`config.mk`:
```
export PLATFORM = sky130hd
export DESIGN_NAME = node_fifo
export DESIGN_NICKNAME = d
export VERILOG_FILES = /design/src/rtl/node_fifo.sv
export SDC_FILE = /design/constraint.sdc
export NUM_CORES = 1
export LEC_CHECK = 0
export ABC_AREA = 1
export CAP_MARGIN = 10
export CORE_ASPECT_RATIO = 1.5
export CORE_MARGIN = 1
export CORE_UTILIZATION = 60
export DETAILED_ROUTE_END_ITERATION = 16
export PLACE_DENSITY = 0.84
export SLEW_MARGIN = 10
export SYNTH_ARGS = -nofsm -noshare
export SYNTH_HDL_FRONTEND = slang
export SYNTH_SLANG_ARGS = --single-unit
```
`constraint.sdc`:
```
create_clock -name clk -period 4.6 [get_ports clk]
set_input_delay 0.92 -clock clk [delete_from_list [all_inputs] [get_ports clk]]
set_output_delay 0.92 -clock clk [all_outputs]
set_load 0.02 [all_outputs]
```
`src/rtl/node_fifo.sv`:
```
// node_fifo: elastic valid/ready node with a DEPTH-entry circular buffer.
// Registered outputs only; no combinational path across the node.
module node_fifo #(
    parameter int WIDTH     = 32,
    parameter int DEPTH     = 4,
    parameter int AFULL_LVL = 3,
    parameter int CW        = $clog2(DEPTH + 1)
) (
    input  logic             clk,
    input  logic             rst_n,
    input  logic [WIDTH-1:0] data_in,
    input  logic             valid_up_in,
    output logic             ready_up_out,
    output logic [WIDTH-1:0] data_out,
    output logic             valid_down_out,
    input  logic             ready_down_in,
    output logic [CW-1:0]    count,
    output logic             almost_full
);

    localparam int PW = $clog2(DEPTH);
    localparam logic [PW-1:0] PTR_LAST = PW'(DEPTH - 1);
    localparam logic [CW-1:0] CNT_FULL = CW'(DEPTH);
    localparam logic [CW-1:0] CNT_AF   = CW'(AFULL_LVL);

    if (DEPTH < 2) begin : g_depth_chk
        $error("node_fifo: DEPTH must be >= 2");
    end

    if (AFULL_LVL < 1 || AFULL_LVL > DEPTH) begin : g_afull_chk
        $error("node_fifo: AFULL_LVL must be in 1..DEPTH");
    end

    logic [WIDTH-1:0] mem [DEPTH];

    logic [PW-1:0]    wr_ptr;
    logic [PW-1:0]    rd_ptr;
    logic [CW-1:0]    cnt_q;
    logic [WIDTH-1:0] dout_q;

    logic [PW-1:0]    wr_nxt;
    logic [PW-1:0]    rd_nxt;
    logic [CW-1:0]    cnt_nxt;
    logic [WIDTH-1:0] dout_nxt;

    logic push;
    logic pop;

    assign ready_up_out   = (cnt_q != CNT_FULL);
    assign valid_down_out = (cnt_q != '0);
    assign almost_full    = (cnt_q >= CNT_AF);
    assign count          = cnt_q;
    assign data_out       = dout_q;

    assign push = valid_up_in & ready_up_out;
    assign pop  = valid_down_out & ready_down_in;

    always_comb begin
        wr_nxt   = wr_ptr;
        rd_nxt   = rd_ptr;
        cnt_nxt  = cnt_q;
        dout_nxt = dout_q;

        if (push) begin
            wr_nxt = (wr_ptr == PTR_LAST) ? '0 : wr_ptr + PW'(1);
        end
        if (pop) begin
            rd_nxt = (rd_ptr == PTR_LAST) ? '0 : rd_ptr + PW'(1);
        end

        unique case ({push, pop})
            2'b10:   cnt_nxt = cnt_q + CW'(1);
            2'b01:   cnt_nxt = cnt_q - CW'(1);
            default: cnt_nxt = cnt_q;
        endcase

        // Head register: forward the beat being written if it becomes head.
        if (cnt_nxt != '0) begin
            if (push && (rd_nxt == wr_ptr)) begin
                dout_nxt = data_in;
            end else begin
                dout_nxt = mem[rd_nxt];
            end
        end
    end

    always_ff @(posedge clk) begin
        if (push) begin
            mem[wr_ptr] <= data_in;
        end
    end

    always_ff @(posedge clk or negedge rst_n) begin
        if (!rst_n) begin
            wr_ptr <= '0;
            rd_ptr <= '0;
            cnt_q  <= '0;
            dout_q <= '0;
        end else begin
            wr_ptr <= wr_nxt;
            rd_ptr <= rd_nxt;
            cnt_q  <= cnt_nxt;
            dout_q <= dout_nxt;
        end
    end

endmodule

```
# Word level (Yosys, flattened, before mapping)

Memory sizes are Yosys's and may differ from the RTL's. A register that Yosys moved wholly into a read port is not among the register bits.
Index checks and enable logic that the tools add are counted.

Register bits: 7
Latch bits: 0
Bits in writable memories: 128
Bits in read-only memories: 0
Input bits: 36
Output and inout bits: 38
Logic and storage cells: 25
Memories kept: 1

Add/sub/neg operators: 4
Multipliers: 0
Div/mod/pow operators: 0
Magnitude comparators: 1
Eq/ne operators: 5
Shift operators: 0
Multiplexer cells: 6
Bitwise operators: 2
Reductions and logical operators: 3

Memory list:

| memory | depth | bits a word | rd ports | clocked after Yosys merged registers in | write ports | line | text |
|---|---|---|---|---|---|---|---|
| mem    | 4     | 32          | 1        | 1                                       | 1           | 34   | `logic [WIDTH-1:0] mem [DEPTH];` |

Operators with widths:

| operator            | count |
|---|---|
| $eq 2x2->1 const B  | 3 |
| $mux 2              | 3 |
| $pmux 3 s2          | 1 |
| $reduce_bool 3->1   | 2 |
| $add 2x1->2 const B | 2 |
| $add 3x1->3 const B | 1 |
| $ge 3x2->1 const B  | 1 |
| $ne 3x3->1 const B  | 1 |
| $sub 3x1->3 const B | 1 |
| $and 1x1->1         | 2 |
| $eq 2x1->1 const B  | 1 |
| $mux 1              | 2 |
| $logic_not 1->1     | 1 |

# Longest topological paths before layout

Gate-level depths: netlist of the first run.

Depth in word-level cells: 5
Depth in mapped cells: 15
Mapped depth without buffers: 14

# Least setup slack after synthesis of the first run

No wires, ideal clock.

Kind: input port to flip-flop
Start: in valid_up_in
End: mem mem[0][0] (enable)
Setup time: 421 ps
Arrival: 2415 ps
Data required time: 4179 ps
Slack: 1764 ps
Cell stages on the path: 2
Buffers on the path: 0
Path through: nand2_1 nor2_1

Longest elaborated chain between the ends: 3

RTL lines:

| what                         | line | text |
|---|---|---|
| start: declaration           | 12   | `input logic valid_up_in,` |
| $and 1x1->1                  | 55   | `assign push = valid_up_in & ready_up_out;` |
| $mux 1                       | 88   | `if (push) begin` |
| $mux 1 (implied by the code) | 89   | `mem[wr_ptr] <= data_in;` |
| end: declaration             | 34   |  |

Every way passes these cells.

# Worst setup path after layout of the first run

Start: in ready_down_in
End: reg dout_q[2] (netlist: data_out[2]) (read register of mem)

Longest elaborated chain between the ends: 4
Elaborated cells between the ends (all ways): 6
Classes of those cells: 2 x eq/ne; 2 x mux; 1 x bitwise; 1 x reduce/logical

RTL lines:

| what                                            | line | text |
|---|---|---|
| start: declaration                              | 16   | `input logic ready_down_in,` |
| $and 1x1->1 (*)                                 | 56   | `assign pop = valid_down_out & ready_down_in;` |
| $eq 2x1->1 / $eq 2x2->1 (equally long branches) | 71   | `unique case ({push, pop})` |
| $pmux 3 s2                                      | 71   |  |
| $reduce_bool 3->1                               | 78   | `if (cnt_nxt != '0) begin` |
| end: declaration                                | 39   | `logic [WIDTH-1:0] dout_q;` |

Mark *: on every way between the ends. The rest lies on a longest branch, timed or not.
A chain may end at the register's enable or synchronous reset.

==> metrics.txt, run 1 <==
outcome completed; Hold Crit Depth 2; Finish-stage setup viols 0; drt wl/cell 20.7 um; flops & latches, synth 167; Slew HR 23.7%; DRC 0; nets@finish 797; hpwl dp 10,300 um; Root Buffer clkbuf_16; Total Wirelength 19,000 um; DP Worst Slack 0.572 ns; # H-tree levels 4; fin worst setup slack 0.921 ns; Fmax achieved 272 MHz; Final Critical Period 3.68 ns; Core Rows 48; antenna cells 0; clock buffer depth 2; Worst Max-Slew Pin Slew 1.14 ns; worst reg-to-reg setup slack 1.22 ns; Met2 Routed Length 9610 um; Num CTS Buffers 17; vias in the first global route 5,911; global-route wire length before repair 29,800 um; number of library cell types mapped by synthesis 23; arrival time at the worst endpoint 4.04 ns; Fillers 770; top-area cell type share of the netlist area 53.0%; Total GRT Usage 32.3%; RR Endpoint data_out[2]$_DFFE_PN0P_; CTS tree yes; Final Hold Viols 0; top sig layer met4; Die Wd 91.8 um; worst reg2reg path startpoint count[0]$_DFF_PN0_; metal3 WL 1930 um; Die Y 137 um; share of cells above drive strength 1 8.21%; P&R area growth vs syn 19.5%; Post-CTS Setup Repair Bufs 0; sequential cell area 0.00482 mm2; R2R depth 12; GR Overflow Total 0; critical path type in2reg; post-synth top area cell edfxtp_1; crit-path max FO 32; setup TNS 0 ns; initial core utilization 62.3%; drt pass-1 iters 6; HP Start data_out[31]$_DFFE_PN0P_; mean post-synth cell area 10.5 um2; post_cts resized 0; Startpoint Class input port; peak supply drop 0.477 mV; Worst Clk Skew 0.00779 ns; CP endpoint kind flip-flop; Worst-path clk slew 0.07 ns; syn nets 732; largest net degree at the start of global routing 40; clock sinks 167; io pins 74; 1st-iter DRT viols 689; initial antenna violation count 0; worst hold path type reg2reg; Multi-input gate area 0.00205 mm2; warnings from Yosys 0; gpl congestion 0.804; Lkg Pwr 3.62 nW; ranking of synthesized cells by area edfxtp_1 (53%), nand3_1 (14%), dfrtp_1 (13%), nand2_1 (10%), inv_1 (2.5%); RSZ-0062 raised after global routing no; Critical Path RT 4.96 ns; Pwr per Cell Area 819 mW/mm2; post-route ant nets 0; via count 5,749; fin crit share 80.0%; Total Die Area 0.0125 mm2; CORE AREA 0.0117 mm2; worst hold endpoint data_out[31]$_DFFE_PN0P_; Synth Instances 689; CTS Hold Bufs 0; worst skew pair latency 0.43 ns; Slew Limit Fails 0; met1 WL 6640 um; Seq/Total Area, Yosys 66.4%; Vias/cell 6.27; post-synthesis cell area 0.00725 mm2; max cap viols 0; PortBufs 73
## flip-flops by register name, indices dropped and copies added (netlist names)
signal,cells
rd_ptr,2
data_out,32
wr_ptr,2
count,3
mem,128
## Yosys cell counts (all sizes together)
library cell  instances
ha                    6
xnor2                 1
clkbuf               16
nand4                 1
dfrtp                39
inv                  49
nand3               200
or2                   1
edfxtp              128
o21ai                 4
nor2                  9
fa                    1
nand2               211
buf                  23
## through the flow
stage / std cells / instance area (um2) / hold WS (ns) / total power, mW / util, %
finish: 917 / 8670 / 0.481 / 7.10 / 74.4
global route: 917 / 8670 / 0.507 / 7.49 / 74.4
CTS: 917 / 8670 / 0.484 / 7.05 / 74.4
detailed placement: 885 / 8060 / 0.465 / 5.53 / 69.2
global placement: 885 / 8060 / 0.462 / 5.37 / 69.2
floorplan: 689 / 7250 / 0.588 / 4.45 / -
## report_power, final
group | leakage, nW | total, mW | switching [mW] | internal, mW
Clock | 0.282 | 1.47 | 0.615 | 0.859
Sequential | 1.63 | 2.27 | 0.187 | 2.09
Combinational | 1.70 | 3.35 | 2.29 | 1.07
Total | 3.62 | 7.10 | 3.09 | 4.01
## placed cells by master, fill, tap and decap left out, types with 3 or more instances in the layout
cell and n:
inv_1 49, nor2_2 5, dfrtp_1 39, clkbuf_16 17, buf_4 12, bufinv_16 3, o21ai_0 4, nand3_1 198
nand2_4 4, nand2_2 6, edfxtp_1 128, clkdlybuf4s50_1 72, ha_1 6, nand2_1 201, clkinvlp_4 4
## cell families after synthesis
group	after synthesis	share of synthesized area, %
adder cells (fa/ha/maj)	7	1.31
buffers and inverters	88	5.38
AO/OA/AOI/OAI	4	0.276
AND/OR/NAND/NOR	422	26.5
flip-flops	167	66.4
XOR/XNOR	1	0.121
## per-layer routing
layer / global-route usage, % / vias up
li1: - / 2471
met1: 35.9 / 2727
met2: 55.4 / 446
met3: 7.89 / 105
met4: 20.8 / 0
met5: 0 / -
## worst max-delay path by stage
stage,start,endpoint
finish,ready_down_in,data_out[2]$_DFFE_PN0P_
global route,ready_down_in,data_out[15]$_DFFE_PN0P_
CTS,ready_down_in,data_out[15]$_DFFE_PN0P_
detailed placement,ready_down_in,data_out[15]$_DFFE_PN0P_
global placement,ready_down_in,data_out[27]$_DFFE_PN0P_
floorplan,valid_up_in,mem[0][0]$_DFFE_PP_
## critical path, stage by stage
cell and delay, ns:
clkdlybuf4s50_1 0.60, nand2_4 0.12, inv_1 0.07, ha_1 0.13, inv_1 0.07, fa_1 0.42, or2_2 0.34, nand4_1 0.11
nand3_1 0.13, inv_1 0.85, nand2_1 0.11, nand2_1 0.16
## final cells by class
| cell class | instances | area share (%) |
|---|---|---|
| clock buffer | 18 | 4.95 |
| clock inverter | 14 | 2.02 |
| inverter | 49 | 2.12 |
| multi-input combinational | 434 | 23.7 |
| sequential | 167 | 55.6 |
| tap | 150 | 2.17 |
| timing repair buffer | 85 | 9.41 |
No activity file was read; power rests on OpenSTA's default activity.
==> inputs of run 2 (changes only) <==
--- a/config.mk
+++ b/config.mk
@@ -9,9 +9,9 @@
 export CAP_MARGIN = 10
 export CORE_ASPECT_RATIO = 1.5
 export CORE_MARGIN = 1
-export CORE_UTILIZATION = 60
+export CORE_UTILIZATION = 51
 export DETAILED_ROUTE_END_ITERATION = 16
-export PLACE_DENSITY = 0.84
+export PLACE_DENSITY = 0.76
 export SLEW_MARGIN = 10
 export SYNTH_ARGS = -nofsm -noshare
 export SYNTH_HDL_FRONTEND = slang
==> constraint.sdc (replaced) <==
create_clock -name clk -period 3.25 [get_ports clk]
set_input_delay 0.65 -clock clk [delete_from_list [all_inputs] [get_ports clk]]
set_output_delay 0.65 -clock clk [all_outputs]
set_load 0.02 [all_outputs]
==> run 2 against run 1 <==
Effect of this change:
- sequential power is 41% higher
- combinational power is 42% higher
- cell area is 1.4% higher
- clock power rose by 31%
- die area rose by 17%
- critical path depth up 1
- first-iteration DRC count is 42% lower
- utilization decreased by 11 points
- clock skew grew 0.0033 ns
- wire length down 8.7%
- worst setup slack lost 0.27 ns
==> metrics.txt, run 2 (same netlist as run 1, synthesis figures left out) <==
setup TNS 0 ns; hpwl dp 10,500 um; Pwr per Cell Area 1130 mW/mm2; Design Area, Final 0.00879 mm2; Lkg Pwr 3.69 nW; max FFs per register 128; Post-CTS Setup Repair Bufs 0; Critical Path RT 3.62 ns; most frequent cells in the layout nand2_1 (201), nand3_1 (198), edfxtp_1 (128), clkdlybuf4s50_1 (72), inv_1 (49); Core Rows 53; antenna cells 0; critical path type in2reg; crit-path max FO 32; Worst-path clk slew 0.07 ns; gpl congestion 0.781; commonest non-fill, non-tap cell in the layout nand2_1; PortBufs 73; area post-placement 0.00822 mm2; io pins 74; largest net degree at the start of global routing 40; # H-tree levels 4; initial core utilization 52.1%; Final Util 63.1%; RSZ-0062 raised after global routing no; worst hold path type in2async; P&R area growth vs syn 21.1%; Die Y 148 um; arrival time at the worst endpoint 2.97 ns; worst skew pair latency 0.43 ns; Worst Max-Slew Pin Slew 0.976 ns; Root Buffer clkbuf_16; Die Wd 99.4 um; initial antenna violation count 0; Vias/cell 5.69; Finish-stage setup viols 0; post-route ant nets 0; outcome completed; Slew Limit Fails 0; share of cells above drive strength 1 9.99%; Total GRT Usage 25.1%; Total Wirelength 17,300 um; Slew HR 34.9%; fin crit share 80.0%; max cap viols 0; DRC 0; vias in the first global route 5,402; Worst Clk Skew 0.0111 ns; global-route wire length before repair 27,200 um; CP endpoint kind flip-flop; CTS tree yes; Largest Register mem; CTS Hold Bufs 0; drt pass-1 iters 7; fin worst setup slack 0.650 ns; peak supply drop 0.566 mV; GR Overflow Total 0; Final Hold Viols 0; clock buffer depth 2; Total Die Area 0.0147 mm2; via count 5,379; Fmax achieved 385 MHz; Startpoint Class input port; clock sinks 167; drt wl/cell 18.3 um; CORE AREA 0.0139 mm2; Fillers 1,091; nets@finish 811; Final Critical Period 2.60 ns; DP Worst Slack 0.207 ns; post_cts resized 0; Num CTS Buffers 17; 1st-iter DRT viols 403
[run 2: changes by cell type in the layout (fill, tap and decap cells not counted), sizes merged]
cell	delta
bufinv	-3
buf	+14
inv	+6
clkinvlp	-3
[run 2: worst max-delay path, cell delays in order]
cell and delay (ns):
clkdlybuf4s50_1 0.52, nand2_4 0.10, inv_1 0.07, ha_1 0.13
inv_1 0.06, fa_1 0.37, or2_2 0.31, nand4_1 0.10
nand3_1 0.16, inv_1 0.14, buf_12 0.20, nand2_1 0.08
nand2_1 0.08
[run 2: area by class of cell]
type | count | area [um2] | share of cell area [%]
clock buffer | 18 | 429 | 4.88
multi-input combinational | 434 | 2050 | 23.4
sequential | 167 | 4820 | 54.8
inverter | 49 | 184 | 2.09
clock inverter | 14 | 135 | 1.54
tap | 165 | 206 | 2.35
timing repair buffer | 99 | 958 | 10.9
[run 2: per-layer routing]
metal	up-vias	track usage (%)	part of all wire (%)
met4	0	11.1	2.4
li1	2505	-	-
met3	39	5.45	6.8
met5	-	0	0
met1	2587	28.8	38
met2	248	44.5	53
[run 2: worst paths after layout]
path	from	endpoint	slack, ns	cells past startpoint
worst max-delay path	ready_down_in	data_out[31]$_DFFE_PN0P_	0.65	13
worst min-delay path	rst_n	data_out[29]$_DFFE_PN0P_	0.38	1
worst max register to register	count[0]$_DFF_PN0_	data_out[31]$_DFFE_PN0P_	0.71	14
worst min register to register	data_out[6]$_DFFE_PN0P_	data_out[6]$_DFFE_PN0P_	0.48	2
max in group asynchronous	rst_n	data_out[5]$_DFFE_PN0P_	2.26	1
min in group clk	data_out[6]$_DFFE_PN0P_	data_out[6]$_DFFE_PN0P_	0.48	2
[run 2: power breakdown]
| part | internal [mW] | total [mW] | leakage [nW] | switching (mW) |
|---|---|---|---|---|
| combinational | 1.68 | 4.77 | 1.78 | 3.10 |
| clock | 1.02 | 1.92 | 0.277 | 0.903 |
| sequential | 2.95 | 3.20 | 1.63 | 0.249 |
[run 2: per-stage QoR]
step           instances  hold slack (ns)  power [mW]
6_report             946            0.378        9.89
5_1_grt              946            0.438        10.5
3_5_place_dp         914            0.464        8.00
4_1_cts              946            0.402        9.93
3_3_place_gp         914            0.462        7.82
2_1_floorplan        689            0.354        6.30
==> inputs of run 3 (changes only) <==
--- a/config.mk
+++ b/config.mk
@@ -9,9 +9,9 @@
 export CAP_MARGIN = 10
 export CORE_ASPECT_RATIO = 1.5
 export CORE_MARGIN = 1
-export CORE_UTILIZATION = 51
+export CORE_UTILIZATION = 57
 export DETAILED_ROUTE_END_ITERATION = 16
-export PLACE_DENSITY = 0.76
+export PLACE_DENSITY = 0.8
 export SLEW_MARGIN = 10
 export SYNTH_ARGS = -nofsm -noshare
 export SYNTH_HDL_FRONTEND = slang
==> constraint.sdc (replaced) <==
create_clock -name clk -period 2.5 [get_ports clk]
set_input_delay 0.5 -clock clk [delete_from_list [all_inputs] [get_ports clk]]
set_output_delay 0.5 -clock clk [all_outputs]
set_load 0.02 [all_outputs]
==> run 3 against run 2 <==
Effect of this change:
- highest routed layer unchanged
- cell area up 4.1%
- the flow now finishes with violations (negative setup slack)
- register-to-register slack worse by 0.72 ns
- clock-buffer cell count fell by 1
- wire length rose by 11%
- sequential power increased by 32%
- sequential share of layout area decreased by 2.1 points
==> metrics.txt, run 3 (same netlist as run 1, synthesis figures left out) <==
Fillers 821; post-route ant nets 0; Logic pwr share 52.0%; via count 5,694; RSZ-0062 raised after global routing yes; commonest non-fill, non-tap cell in the layout nand3_1; drt pass-1 iters 5; Final Hold Viols 0; Slew Limit Fails 0; # H-tree levels 4; most frequent cells in the layout nand3_1 (196), nand2_1 (173), edfxtp_1 (128), clkdlybuf4s50_1 (72), inv_1 (47); Int Pwr 7.89 mW; Fmax achieved 398 MHz; CORE AREA 0.0124 mm2; Largest Register mem; Total Wirelength 19,200 um; RR Endpoint data_out[23]$_DFFE_PN0P_; max FFs per register 128; nets@finish 831; R2R depth 14; Vias/cell 5.95; fin crit share 101%; clock buffer depth 2; CTS tree yes; GR Overflow Total 0; Critical Path RT 2.82 ns; worst hold path type in2async; CP endpoint kind flip-flop; Final Critical Period 2.51 ns; Die Wd 94.1 um; Finish-stage setup viols 1; largest net degree at the start of global routing 40; worst skew pair latency 0.43 ns; Sw Ratio 43.3%; P&R area growth vs syn 26.0%; global-route wire length before repair 29,000 um; sw power 6.03 mW; max cap viols 0; final std cells w/o fill 957; clock power share 17.7%; 1st-iter DRT viols 468; initial core utilization 58.3%; crit-path max FO 8; Core Rows 50; peak supply drop 0.886 mV; Root Buffer clkbuf_16; Die Y 140 um; Worst Clk Skew 0.00643 ns; Num CTS Buffers 17; Setup crit start count[1]$_DFF_PN0_; arrival time at the worst endpoint 2.83 ns; Slew HR 30.8%; Pwr per Cell Area 1520 mW/mm2; worst reg2reg path startpoint count[1]$_DFF_PN0_; Total Die Area 0.0132 mm2; fin worst setup slack -0.0139 ns; outcome finished, violations left; PortBufs 73; Reg power frac 30.3%; worst reg-to-reg setup slack -0.01 ns; antenna cells 0; Startpoint Class flip-flop; Worst-path clk slew 0.07 ns; Final Util 73.4%; io pins 74; initial antenna violation count 0; critical path type reg2reg; DRC 0; Worst Max-Slew Pin Slew 1.04 ns; violated checks negative setup slack; Lkg Pwr 3.85 nW; gpl congestion 0.800; Total GRT Usage 29.8%; drt wl/cell 20.1 um; hpwl dp 11,100 um; placed cells 916; share of cells above drive strength 1 16.9%; clock sinks 167; vias in the first global route 5,853
run 3: changes by cell type in the layout (fill, tap and decap cells not counted), moves of 2 or more:
cell        previous run  this run
nand2_2                6        26
inv_8                  4         1
clkinvlp_4             1         4
inv_6                  5         2
inv_1                 49        47
nand2_4                4        12
dfrtp_1               39        36
buf_4                 23        38
dfrtp_2                0         3
clkinv_1               0         3
buf_12                 3         5
nand2_1              201       173
clkbuf_16             17        19
nand3_1              198       196
run 3: area by class of cell:
class,instances,area (um2),area share [%]
clock buffers,17,425,4.65
clock inverters,15,129,1.41
inverters,49,188,2.05
multi-input cells,434,2210,24.2
flip-flops and latches,167,4820,52.8
well taps,156,195,2.13
repair buffers,119,1170,12.8
run 3: worst max path at each step:
stage | cells past startpoint | slack (ns) | endpoint
6_report | 14 | -0.01 | data_out[23]$_DFFE_PN0P_
3_5_place_dp | 13 | -0.33 | data_out[9]$_DFFE_PN0P_
2_1_floorplan | 13 | -0.08 | data_out[10]$_DFFE_PN0P_
5_1_grt | 14 | -0.08 | data_out[23]$_DFFE_PN0P_
3_3_place_gp | 14 | -0.27 | data_out[24]$_DFFE_PN0P_
4_1_cts | 14 | 0.002 | data_out[9]$_DFFE_PN0P_
run 3: critical path, cell delays in order (launching register included):
cell and delay [ns]:
dfrtp_2 0.43, nor2_4 0.15, nand2_2 0.09, nand2_4 0.09, ha_4 0.13, inv_2 0.04, fa_2 0.34, or2_4 0.25
nand3_2 0.07, nand2_2 0.08, nand3_4 0.10, clkinvlp_4 0.22, clkbuf_16 0.26, nand2_1 0.08, nand2_1 0.05
run 3: through the flow:
stage / setup TNS [ns] / total power [mW] / hold WS (ns) / area [um2] / setup WS (ns)
2_1_floorplan: -5.82 / 8.21 / 0.204 / 7270 / -0.0766
3_3_place_gp: -8.40 / 10.3 / 0.461 / 8330 / -0.267
3_5_place_dp: -10.07 / 10.6 / 0.464 / 8330 / -0.330
4_1_cts: 0 / 13.1 / 0.263 / 8880 / 0.00229
5_1_grt: -1.60 / 14.7 / 0.311 / 9140 / -0.0829
6_report: -0.0139 / 13.9 / 0.250 / 9140 / -0.0139
run 3: power groups by stage:
stage / Sequential, mW / Combinational, mW / Clock (mW)
3_3_place_gp: 4.19 / 6.07 / 0
4_1_cts: 4.17 / 6.45 / 2.46
6_report: 4.22 / 7.24 / 2.46
2_1_floorplan: 4.53 / 3.68 / 0
5_1_grt: 4.26 / 7.85 / 2.58
3_5_place_dp: 4.22 / 6.34 / 0
run 3: repair_timing:
action | in CTS | in global routing
hold buffers | 0 | 0
setup buffers | 0 | 6
setup endpoints to repair | 0 | 32
resized for setup | 0 | 47
run 3: per-layer routing:
| metal | track usage (%) | vias to the layer above | share of wire (%) |
|---|---|---|---|
| li1 | - | 2550 | - |
| met1 | 33.9 | 2750 | 35 |
| met2 | 52.1 | 333 | 53 |
| met3 | 6.08 | 61 | 8.6 |
| met4 | 15.2 | 0 | 3.3 |
| met5 | 0 | - | 0 |
